[src/rtl/vga_scan_gen.sv]
// 320x200 video timing and pixel-fetch stage: RAM address generation, RGB332 re-timing, syncs, frame strobe.
// Define VGA_DOUBLESCAN_EN to emit every logical line twice (422 scanlines); undefined gives 211 scanlines.
module vga_scan_gen #(
    parameter int H_ACTIVE     = 320,
    parameter int H_SYNC_START = 352,
    parameter int H_SYNC_END   = 368,
    parameter int H_TOTAL      = 400,
    parameter int V_ACTIVE     = 200,
    parameter int V_SYNC_START = 204,
    parameter int V_SYNC_END   = 207,
    parameter int V_TOTAL      = 211,
    parameter bit HSYNC_POL    = 1'b0,
    parameter bit VSYNC_POL    = 1'b0
) (
    input  logic        CLK,
    input  logic        R,
    input  logic [7:0]  pix_i,
    output logic [15:0] addr_o,
    output logic        hsync_o,
    output logic        vsync_o,
    output logic        de_o,
    output logic [7:0]  rgb_o,
    output logic        frame_o
);

    localparam int HW = $clog2(H_TOTAL);
    localparam int VW = $clog2(V_TOTAL);

    localparam logic [HW-1:0] H_LAST = HW'(H_TOTAL - 1);
    localparam logic [HW-1:0] H_ACT  = HW'(H_ACTIVE);
    localparam logic [HW-1:0] H_SS   = HW'(H_SYNC_START);
    localparam logic [HW-1:0] H_SE   = HW'(H_SYNC_END);
    localparam logic [VW-1:0] V_LAST = VW'(V_TOTAL - 1);
    localparam logic [VW-1:0] V_ACT  = VW'(V_ACTIVE);
    localparam logic [VW-1:0] V_SS   = VW'(V_SYNC_START);
    localparam logic [VW-1:0] V_SE   = VW'(V_SYNC_END);

    typedef struct packed {
        logic de;
        logic hs;
        logic vs;
        logic frame;
    } ctl_t;

    logic [HW-1:0] h;
    logic [VW-1:0] v;
    logic          s;
    ctl_t          cur;
    ctl_t          st1;

    // NOTE: reset is synchronous, so it lives inside the clocked branch rather than the sensitivity list.
    always_ff @(posedge CLK) begin
        if (R) begin
            h <= '0;
            v <= '0;
            s <= 1'b0;
        end else if (h == H_LAST) begin
            h <= '0;
`ifdef VGA_DOUBLESCAN_EN
            s <= ~s;
            if (s)
                v <= (v == V_LAST) ? '0 : v + 1'b1;
`else
            s <= 1'b0;
            v <= (v == V_LAST) ? '0 : v + 1'b1;
`endif
        end else begin
            h <= h + 1'b1;
        end
    end

    // NOTE: every always_comb output gets a default first so no path can infer a latch.
    always_comb begin
        cur       = '0;
        addr_o    = '0;
        cur.de    = (h < H_ACT) && (v < V_ACT);
        cur.hs    = (h >= H_SS) && (h < H_SE);
        cur.vs    = (v >= V_SS) && (v < V_SE);
        cur.frame = (h == '0) && (v == V_ACT) && !s;
        // Constant multiply folds to (v<<8)+(v<<6) for the 320-wide mode.
        if (cur.de)
            addr_o = 16'(v) * 16'(H_ACTIVE) + 16'(h);
    end

    // Stage 1 waits for the RAM's one-cycle read; stage 2 joins control with the returned pixel.
    always_ff @(posedge CLK) begin
        if (R) begin
            st1     <= '0;
            de_o    <= 1'b0;
            rgb_o   <= 8'h00;
            hsync_o <= ~HSYNC_POL;
            vsync_o <= ~VSYNC_POL;
            frame_o <= 1'b0;
        end else begin
            st1     <= cur;
            de_o    <= st1.de;
            rgb_o   <= st1.de ? pix_i : 8'h00;
            hsync_o <= st1.hs ? HSYNC_POL : ~HSYNC_POL;
            vsync_o <= st1.vs ? VSYNC_POL : ~VSYNC_POL;
            frame_o <= st1.frame;
        end
    end

endmodule
[config.mk]
export PLATFORM = sky130hd
export DESIGN_NAME = vga_scan_gen
export DESIGN_NICKNAME = d
export VERILOG_FILES = /design/src/rtl/vga_scan_gen.sv
export SDC_FILE = /design/constraint.sdc
export NUM_CORES = 1
export LEC_CHECK = 0
export CAP_MARGIN = 20
export CELL_PAD_IN_SITES_DETAIL_PLACEMENT = 1
export CELL_PAD_IN_SITES_GLOBAL_PLACEMENT = 1
export CORE_ASPECT_RATIO = 0.7
export CORE_MARGIN = 2
export CORE_UTILIZATION = 40
export CTS_BUF_LIST = sky130_fd_sc_hd__clkbuf_4 sky130_fd_sc_hd__clkbuf_8
export CTS_CLUSTER_SIZE = 24
export DETAILED_ROUTE_END_ITERATION = 8
export PLACE_DENSITY = 0.89
export SYNTH_ARGS = -nofsm -noshare
export SYNTH_HDL_FRONTEND = slang
export SYNTH_SLANG_ARGS = --single-unit
[constraint.sdc]
create_clock -name CLK -period 4.2 [get_ports CLK]
set_input_delay 0.84 -clock CLK [delete_from_list [all_inputs] [get_ports CLK]]
set_output_delay 0.84 -clock CLK [all_outputs]
set_load 0.05 [all_outputs]
# Yosys cells after proc, flatten, opt, wreduce, memory -nomap -nowiden
# Cells that the tools add are included.
[totals] input_bits=10 ff_bits=33 out_inout_bits=28
[op_classes] magnitude_cmp=6 mul=1 n_reduce_logical=7 mux=4 addsub=3 eq_ne=3 bitwise_logic=1
[op_table] op="9-bit < comparator, second input constant" count=2
[op_table] op="16-bit by 9-bit adder with 16-bit output" count=1
[op_table] op="8-bit equality test, second input constant" count=2
[op_table] op="8-bit < comparator, second input constant" count=2
[op_table] op="16-bit 2-to-1 mux" count=1
[op_table] op="8-bit by 3-bit multiplier with 10-bit output, second input constant" count=1
[op_table] op="9-bit by 1-bit adder with 9-bit output, second input constant" count=1
[op_table] op="9-bit equality test, second input constant" count=1
[op_table] op="9-bit greater-or-equal comparator, second input constant" count=1
[op_table] op="9-bit logical NOT" count=1
[op_table] op="8-bit by 1-bit adder with 8-bit output, second input constant" count=1
[op_table] op="8-bit greater-or-equal comparator, second input constant" count=1
[op_table] op="8-bit 2-to-1 mux" count=1
[op_table] op="1-bit logical AND" count=4
[op_table] op="2-bit OR reduction" count=2
[op_table] op="1-bit 2-to-1 mux" count=2
[op_table] op="1-bit inverter" count=1

# Longest topological paths before layout
# Gate-level depths: netlist of run 1.
[depth] depth_word=3 mapped_depth=9 mapped_depth_nobuf=9

# Worst setup path after synthesis of run 1
# OpenSTA, ideal clock, no wires.
[synth_timing] path_kind="register to output" startpoint="register v[1]" endpoint="output port addr_o[13]" required_time_ns=3.360 arrival_ns=2.899 setup_slack_ns=0.461 stages_incl_launch_ff=9 path_cell_list="dfxtp_1 ha_1 ha_1 inv_1 fa_1 nand2b_1 or4_4 xnor2_1 nor2_1"
[synth_between] elab_chain_len=3
[synth_lines] item="from (decl)" line="46" source="logic [VW-1:0] v;"
[synth_lines] item="from (signal assigned)" line="65" source="v <= (v == V_LAST) ? '0 : v + 1'b1;"
[synth_lines] item="8-bit by 3-bit multiplier with 10-bit output or 8-bit < comparator (tied branches)" line="82, 76"
[synth_lines] item="16-bit by 9-bit adder with 16-bit output or 1-bit logical AND (tied branches)" line="82, 76"
[synth_lines] item="16-bit 2-to-1 mux (*)" line="81" source="if (cur.de)"
[synth_lines] item="to (decl)" line="18" source="output logic [15:0] addr_o,"
# Mark *: on every way between the ends. The rest lies on a longest branch, timed or not.

# Worst setup path in the final report of run 1
[layout_timing] startpoint="register v[1]" endpoint="output port addr_o[15]"
# The elaborated chain is that of the path after synthesis.

==> results of run 1 <==
## per-stage QoR
step	hold WS, ns	util, %
finish	0.385	52.2
global route	0.391	52.2
CTS	0.389	52.0
detailed placement	0.371	50.2
global placement	0.362	50.2
floorplan	0.356	-
## sequential cells by signal (all words and copies together), names as in the netlist
name / count
hsync_o: 1
frame_o: 1
rgb_o: 8
st1: 4
h: 9
v: 8
vsync_o: 1
de_o: 1
## cells by family (layout without fill, tap and decap cells)
| logic type | count (synthesis) | in the layout | share of synthesized area, % |
|---|---|---|---|
| mux | 1 | 1 | 0.570 |
| xor+xnor | 18 | 18 | 7.97 |
| compound gates | 31 | 31 | 11.6 |
| flops | 33 | 33 | 33.4 |
| buf+inv | 17 | 56 | 3.67 |
| fa+ha+maj | 22 | 22 | 14.7 |
| simple gates | 99 | 99 | 28.0 |
## power breakdown
| part | internal [µW] | switching [µW] |
|---|---|---|
| Sequential | 319 | 3.55 |
| Combinational | 23.9 | 34.5 |
| Clock | 114 | 121 |
| Total | 457 | 159 |
## worst max path at each step
stage	start	to	slack [ns]
after floorplan	v[1]$_SDFFE_PP0P_	addr_o[13]	0.46
after global placement	v[1]$_SDFFE_PP0P_	addr_o[15]	0.48
after detailed placement	v[1]$_SDFFE_PP0P_	addr_o[15]	0.37
after CTS	v[1]$_SDFFE_PP0P_	addr_o[15]	0.06
after global routing	v[1]$_SDFFE_PP0P_	addr_o[15]	0.01
final	v[1]$_SDFFE_PP0P_	addr_o[15]	0.16
## layout by cell type (no fill, tap or decap), drive strengths merged, types with 3 or more instances in the layout
cell type / count
nand2b: 5
dfxtp: 33
nand2: 10
nor2b: 5
and3: 5
and2: 15
xnor2: 11
xor2: 7
a21oi: 6
clkdlybuf4s50: 33
inv: 10
nor3: 7
nand4: 4
nor3b: 3
o21ai: 6
nand3: 7
clkbuf: 5
ha: 20
buf: 4
nor2: 26
## routing by layer
layer | global-route usage, % | vias up | share of wire, %
li1 | - | 842 | -
met1 | 29.4 | 820 | 52
met2 | 29.0 | 34 | 43
met3 | 4.10 | 5 | 3.7
met4 | 3.98 | 0 | 0.59
met5 | 0 | - | 0
## layout make-up
class / instances / share of cell area [%]
multi-input combinational: 171 / 50.1
tap: 69 / 3.46
inverter: 10 / 1.50
clock buffer: 5 / 2.76
timing repair buffer: 38 / 14.9
sequential: 33 / 26.6
clock inverter: 3 / 0.701
==> impl_metrics.py, run 1 <==
metrics = {
    "clocking": {
        "worst_skew_pair.late_latency_ns": 0.28,
        "clk_root_buffer_cell": "clkbuf_8",
        "cts_max_level": 2,
        "clk_pin_slew_ns": 0.07,
        "tritoncts": "built",
        "number_of_buffers_created_by_cts": 5,
        "post_cts_resized": 0,
        "cts.repair_timing.setup_buffer_count": 0,
        "max-clock-path-buffers": 2,
        "cts.sinks": 33,
        "hold_buffers": 0,
    },
    "yosys": {
        "netlist_instances": 221,
        "yosys_warnings": 0,
        "synth_common_cells": "dfxtp_1, nor2_1, ha_1",
        "syn_std_cell_area_um2": 1980,
        "synthArstFlopShare_pct": 0,
        "postSynthAreaPerCell_um2": 8.95,
        "synth_fp_nets": 253,
        "ys.flop_type": "dfxtp_1",
        "post-synth-top-count-cell": "dfxtp_1",
        "synth.largest_area_cell": "dfxtp_1",
        "synth_seq_area_share_pct": 33.4,
        "yosysUniqueCellTypes": 48,
        "synth-seq-cells": 33,
        "synth.area.top_cells": "dfxtp_1, ha_1, xnor2_1",
        "yosysTopAreaCellShare_pct": 33.4,
        "synth_edf_count": 0,
    },
    "floorplanning": {
        "initial_core_util_pct": 41.3,
        "floorplan.die.height_um": 62.8,
        "core_area_um2": 4780,
        "die_outline_area_um2": 5530,
        "core.rowCount": 21,
        "io_pins": 38,
        "die_x_um": 88.0,
    },
    "global_route": {
        "largest_net_degree_at_the_start_of_global_routing": 13,
        "overflow": 0,
        "antenna_found_initial": 0,
        "first_global_vias": 1729,
        "grt_first_pass_wirelength_mm": 8.59,
        "gr-usage-all-layers_pct": 19.6,
    },
    "timing": {
        "timing.setup.tns_ns": 0,
        "setup-violations-final": 0,
        "final.min_clock_period_ns": 4.04,
        "slew-limit-headroom_pct": 26.9,
        "rsz0062_at_grt": "false",
        "timing_hold_violations_final": 0,
        "fin_crit_sh_pct": 96.1,
        "tightest_slew_ns": 1.09,
        "fin_skew_ns": 0.00212,
        "timing.final.ws_setup_ns": 0.163,
        "timing.fmax_mhz": 248,
        "timing.final.max_slew_violations": 0,
    },
    "flow_run": {
        "timing.max_cap.violations": 0,
    },
    "status": {
        "outcome": "finished clean",
    },
    "route": {
        "detail-route-antenna-nets": 0,
        "detail_route.iter0.violations": 87,
        "avgViaCountPerCell": 5.17,
        "routed_wl_mm": 4.92,
        "detailroute.via_count": 1701,
        "wl_per_cell_um": 14.9,
        "count_of_unresolved_drc_violations_after_routing": 0,
        "drt_pre_antenna_iters": 4,
    },
    "hold_path": {
        "hold_path.startpoint": "st1[2]$_SDFF_PP0_",
        "worstHoldPathCells": 1,
        "hold_class": "reg -> reg",
        "min_delay_worst_endpoint": "hsync_o$_SDFF_PP1_",
    },
    "pwr": {
        "cellLeakagePower_uw": 0.00109,
        "ir_drop_worst_case_vdd_mv": 0.119,
        "power.density_nw_per_um2": 247,
        "tot_pwr_uw": 617,
    },
    "finish": {
        "finalNetCount": 291,
        "multi_input_comb_area_um2": 1250,
        "drive_gt1_share_pct": 10.4,
        "fillers": 585,
        "register_area_um2": 663,
        "final_cells": 329,
        "final_design_area_no_fill_um2": 2500,
        "flow.area_growth_from_synthesis_pct": 26.3,
        "antenna_cells": 0,
    },
    "critical_path": {
        "start_kind": "flip-flop",
        "timing.critical_path.slowest_stage_cell": "or4_4",
        "delay_of_the_slowest_cell_on_the_worst_path_ns": 0.53,
        "worst-endpoint-required_ns": 3.36,
        "worst_r2r_startpoint": "h[0]$_SDFF_PP0_",
        "r2r-end": "v[4]$_SDFFE_PP0P_",
        "critical-path-top-cell-by-count": "ha_1",
        "worst_setup_path_class": "reg -> out",
        "cp_top_family": "adder cells",
        "regToRegSetupSlack_ns": 1.99,
        "worstPathMaxFanout": 8,
        "crit_buf_inv": 2,
        "setup.worst_path.end_class": "output pin",
        "r2r.worst_path.cells": 6,
        "critical_path_depth_in_cells": 9,
        "critical_path.cell_chain": "ha_1 > ha_1 > inv_1 > fa_1 > nand2b_1 > or4_4 > nor3_1 > mux2_2 > buf_4",
        "timing.critical_path.arrival_ns": 3.20,
    },
    "placed_design": {
        "instance_area_after_placement_um2": 2400,
        "detailedPlace.worstSlack_ns": 0.372,
        "gp_congestion": 0.795,
        "placed_cells_incl_taps": 321,
        "post-dp-hpwl_mm": 3.75,
        "port-buffer-count": 37,
    },
}
(Power assumes the default switching activity.)
==> run 2: changes to the inputs <==
--- a/config.mk
+++ b/config.mk
@@ -12,6 +12,7 @@
 export CORE_MARGIN = 2
 export CORE_UTILIZATION = 40
 export CTS_BUF_LIST = sky130_fd_sc_hd__clkbuf_4 sky130_fd_sc_hd__clkbuf_8
+export CTS_CLUSTER_DIAMETER = 30
 export CTS_CLUSTER_SIZE = 24
 export DETAILED_ROUTE_END_ITERATION = 8
 export PLACE_DENSITY = 0.89
==> results of run 2 <==
Same layout as run 1: the final DEF is identical, and so are final timing and power.
==> run 3: changes to the inputs <==
--- a/config.mk
+++ b/config.mk
@@ -11,11 +11,12 @@
 export CORE_ASPECT_RATIO = 0.7
 export CORE_MARGIN = 2
 export CORE_UTILIZATION = 40
-export CTS_BUF_LIST = sky130_fd_sc_hd__clkbuf_4 sky130_fd_sc_hd__clkbuf_8
+export CTS_BUF_LIST = sky130_fd_sc_hd__clkbuf_2
 export CTS_CLUSTER_DIAMETER = 30
 export CTS_CLUSTER_SIZE = 24
 export DETAILED_ROUTE_END_ITERATION = 8
 export PLACE_DENSITY = 0.89
+export RECOVER_POWER = 25
 export SYNTH_ARGS = -nofsm -noshare
 export SYNTH_HDL_FRONTEND = slang
 export SYNTH_SLANG_ARGS = --single-unit
==> run 3 against run 2 <==
Wire length shrank 0.55%. Sequential power barely moved. Critical path depth unchanged. Total power is 14% lower. Cell area is 0.85% lower. Largest power group unchanged.
==> impl_metrics.py, run 3 (synthesis gave the netlist of run 1 again) <==
metrics = {
    "status": {
        "outcome": "finished clean",
    },
    "finish": {
        "register_area_um2": 667,
        "final_cells": 331,
        "layout.cells.most_common": "clkdlybuf4s50_1",
        "finalNetCount": 293,
        "regMostFlops": "h",
        "antenna_cells": 0,
        "drive_gt1_share_pct": 11.8,
        "layout_common_cells": "clkdlybuf4s50_1, dfxtp_1, nor2_1",
        "multi_input_comb_area_um2": 1250,
        "flow.area_growth_from_synthesis_pct": 25.3,
        "fillers": 594,
        "top_flop_regs": "h: 9 flops, rgb_o: 8 flops, v: 8 flops",
        "largest_reg_flops": 9,
    },
    "global_route": {
        "gr-usage-all-layers_pct": 19.2,
        "overflow": 0,
        "antenna_found_initial": 0,
        "largest_net_degree_at_the_start_of_global_routing": 13,
        "first_global_vias": 1729,
        "grt_first_pass_wirelength_mm": 8.50,
    },
    "pwr": {
        "cellLeakagePower_uw": 0.00108,
        "ir_drop_worst_case_vdd_mv": 0.161,
        "power.density_nw_per_um2": 215,
    },
    "floorplanning": {
        "die_outline_area_um2": 5530,
        "io_pins": 38,
        "floorplan.die.height_um": 62.8,
        "initial_core_util_pct": 41.3,
        "die_x_um": 88.0,
        "core.rowCount": 21,
        "core_area_um2": 4780,
    },
    "critical_path": {
        "critical_path.cell_chain": "ha_1 > ha_1 > inv_1 > fa_2 > nand2b_1 > or4_4 > nor3_2 > mux2_2 > buf_4",
        "start_kind": "flip-flop",
        "worstPathMaxFanout": 4,
        "cp_top_family": "adder cells",
        "delay_of_the_slowest_cell_on_the_worst_path_ns": 0.54,
        "timing.critical_path.slowest_stage_cell": "or4_4",
        "worst_setup_path_class": "reg -> out",
        "setup.worst_path.end_class": "output pin",
        "critical-path-top-cell-by-count": "ha_1",
        "worst-endpoint-required_ns": 3.36,
        "timing.critical_path.arrival_ns": 3.22,
        "crit_buf_inv": 2,
    },
    "route": {
        "detail_route.iter0.violations": 88,
        "detail-route-antenna-nets": 0,
        "wl_per_cell_um": 14.8,
        "routed_wl_mm": 4.89,
        "detailroute.via_count": 1700,
        "avgViaCountPerCell": 5.14,
        "drt_pre_antenna_iters": 4,
        "count_of_unresolved_drc_violations_after_routing": 0,
    },
    "timing": {
        "final.min_clock_period_ns": 4.06,
        "rsz0062_at_grt": "false",
        "fin_crit_sh_pct": 96.6,
        "timing.setup.tns_ns": 0,
        "timing.fmax_mhz": 246,
        "tightest_slew_ns": 1.27,
        "timing_hold_violations_final": 0,
        "timing.final.max_slew_violations": 0,
        "fin_skew_ns": 0.00906,
        "slew-limit-headroom_pct": 14.2,
        "setup-violations-final": 0,
    },
    "clocking": {
        "cts.sinks": 33,
        "clk_pin_slew_ns": 0.18,
        "number_of_buffers_created_by_cts": 5,
        "tritoncts": "built",
        "cts_max_level": 2,
        "clk_root_buffer_cell": "clkbuf_2",
        "worst_skew_pair.late_latency_ns": 0.36,
        "max-clock-path-buffers": 2,
    },
    "flow_run": {
        "timing.max_cap.violations": 0,
    },
    "placed_design": {
        "placed_cells_incl_taps": 321,
        "post-dp-hpwl_mm": 3.75,
        "gp_congestion": 0.795,
        "port-buffer-count": 37,
    },
    "hold_path": {
        "hold_class": "reg -> reg",
    },
}
## run 3: cell count changes in the layout (fill, tap and decap cells not counted), moves of 2 or more
cell,previous run,this run
buf_4,4,6
clkbuf_8,5,0
and2_0,0,2
and2_1,15,13
clkbuf_2,0,5
## run 3: worst reg2reg max path: stages, from the launching register on
cell and delay, ns:
dfxtp_1 0.41, ha_1 0.22, nand3_1 0.10, nor4_1 0.87
nand4_1 0.21, xor2_1 0.18, nor2_1 0.10
## run 3: repair_timing
item / CTS / global route
gates resized for setup: 2 / 6
hold buffers: 0 / 0
endpoints found under the hold margin: 0 / 0
pin swaps: 0 / 1
setup buffers: 0 / 2
setup endpoints to repair: 2 / 4
## run 3: per-layer routing
layer / global-route usage [%] / up-vias / part of all wire, % / routed length [µm]
met2: 28.7 / 21 / 44 / 2160
met3: 4.23 / 2 / 2.8 / 136
li1: - / 848 / - / -
met1: 29.0 / 829 / 53 / 2580
met5: 0 / - / 0 / 0
met4: 2.08 / 0 / 0.16 / 8
## run 3: stage by stage
step | utilization, % | power [µW] | worst slack [ns] | hold WS (ns) | instance area, µm²
2_1_floorplan | - | 365 | 0.461 | 0.356 | 1980
3_3_place_gp | 50.2 | 388 | 0.478 | 0.362 | 2400
3_5_place_dp | 50.2 | 389 | 0.372 | 0.371 | 2400
4_1_cts | 51.2 | 538 | 0.00492 | 0.417 | 2450
5_1_grt | 51.8 | 560 | 0.00303 | 0.406 | 2480
6_report | 51.8 | 532 | 0.142 | 0.413 | 2480
## run 3: cell type report
cell class,count,area share [%]
clock buffers,5,1.01
well taps,69,3.49
flip-flops and latches,33,26.9
multi-input cells,171,50.7
inverters,10,1.52
repair buffers,40,15.7
clock inverters,3,0.707
## run 3: final timing paths
| path | startpoint | to | slack, ns | depth (start not counted) |
|---|---|---|---|---|
| hold / removal | st1[1]$_SDFF_PP0_ | vsync_o$_SDFF_PP1_ | 0.41 | 1 |
| setup reg to reg | h[0]$_SDFF_PP0_ | v[4]$_SDFFE_PP0P_ | 2.06 | 6 |
| hold reg to reg | st1[1]$_SDFF_PP0_ | vsync_o$_SDFF_PP1_ | 0.41 | 1 |
| setup / recovery | v[1]$_SDFFE_PP0P_ | addr_o[15] | 0.14 | 9 |
## run 3: power by group
part	internal (µW)	switching, µW	total [µW]
clock	38.9	112	151
combinational	23.7	34.5	58.2
sequential	319	3.52	323
total	382	150	532
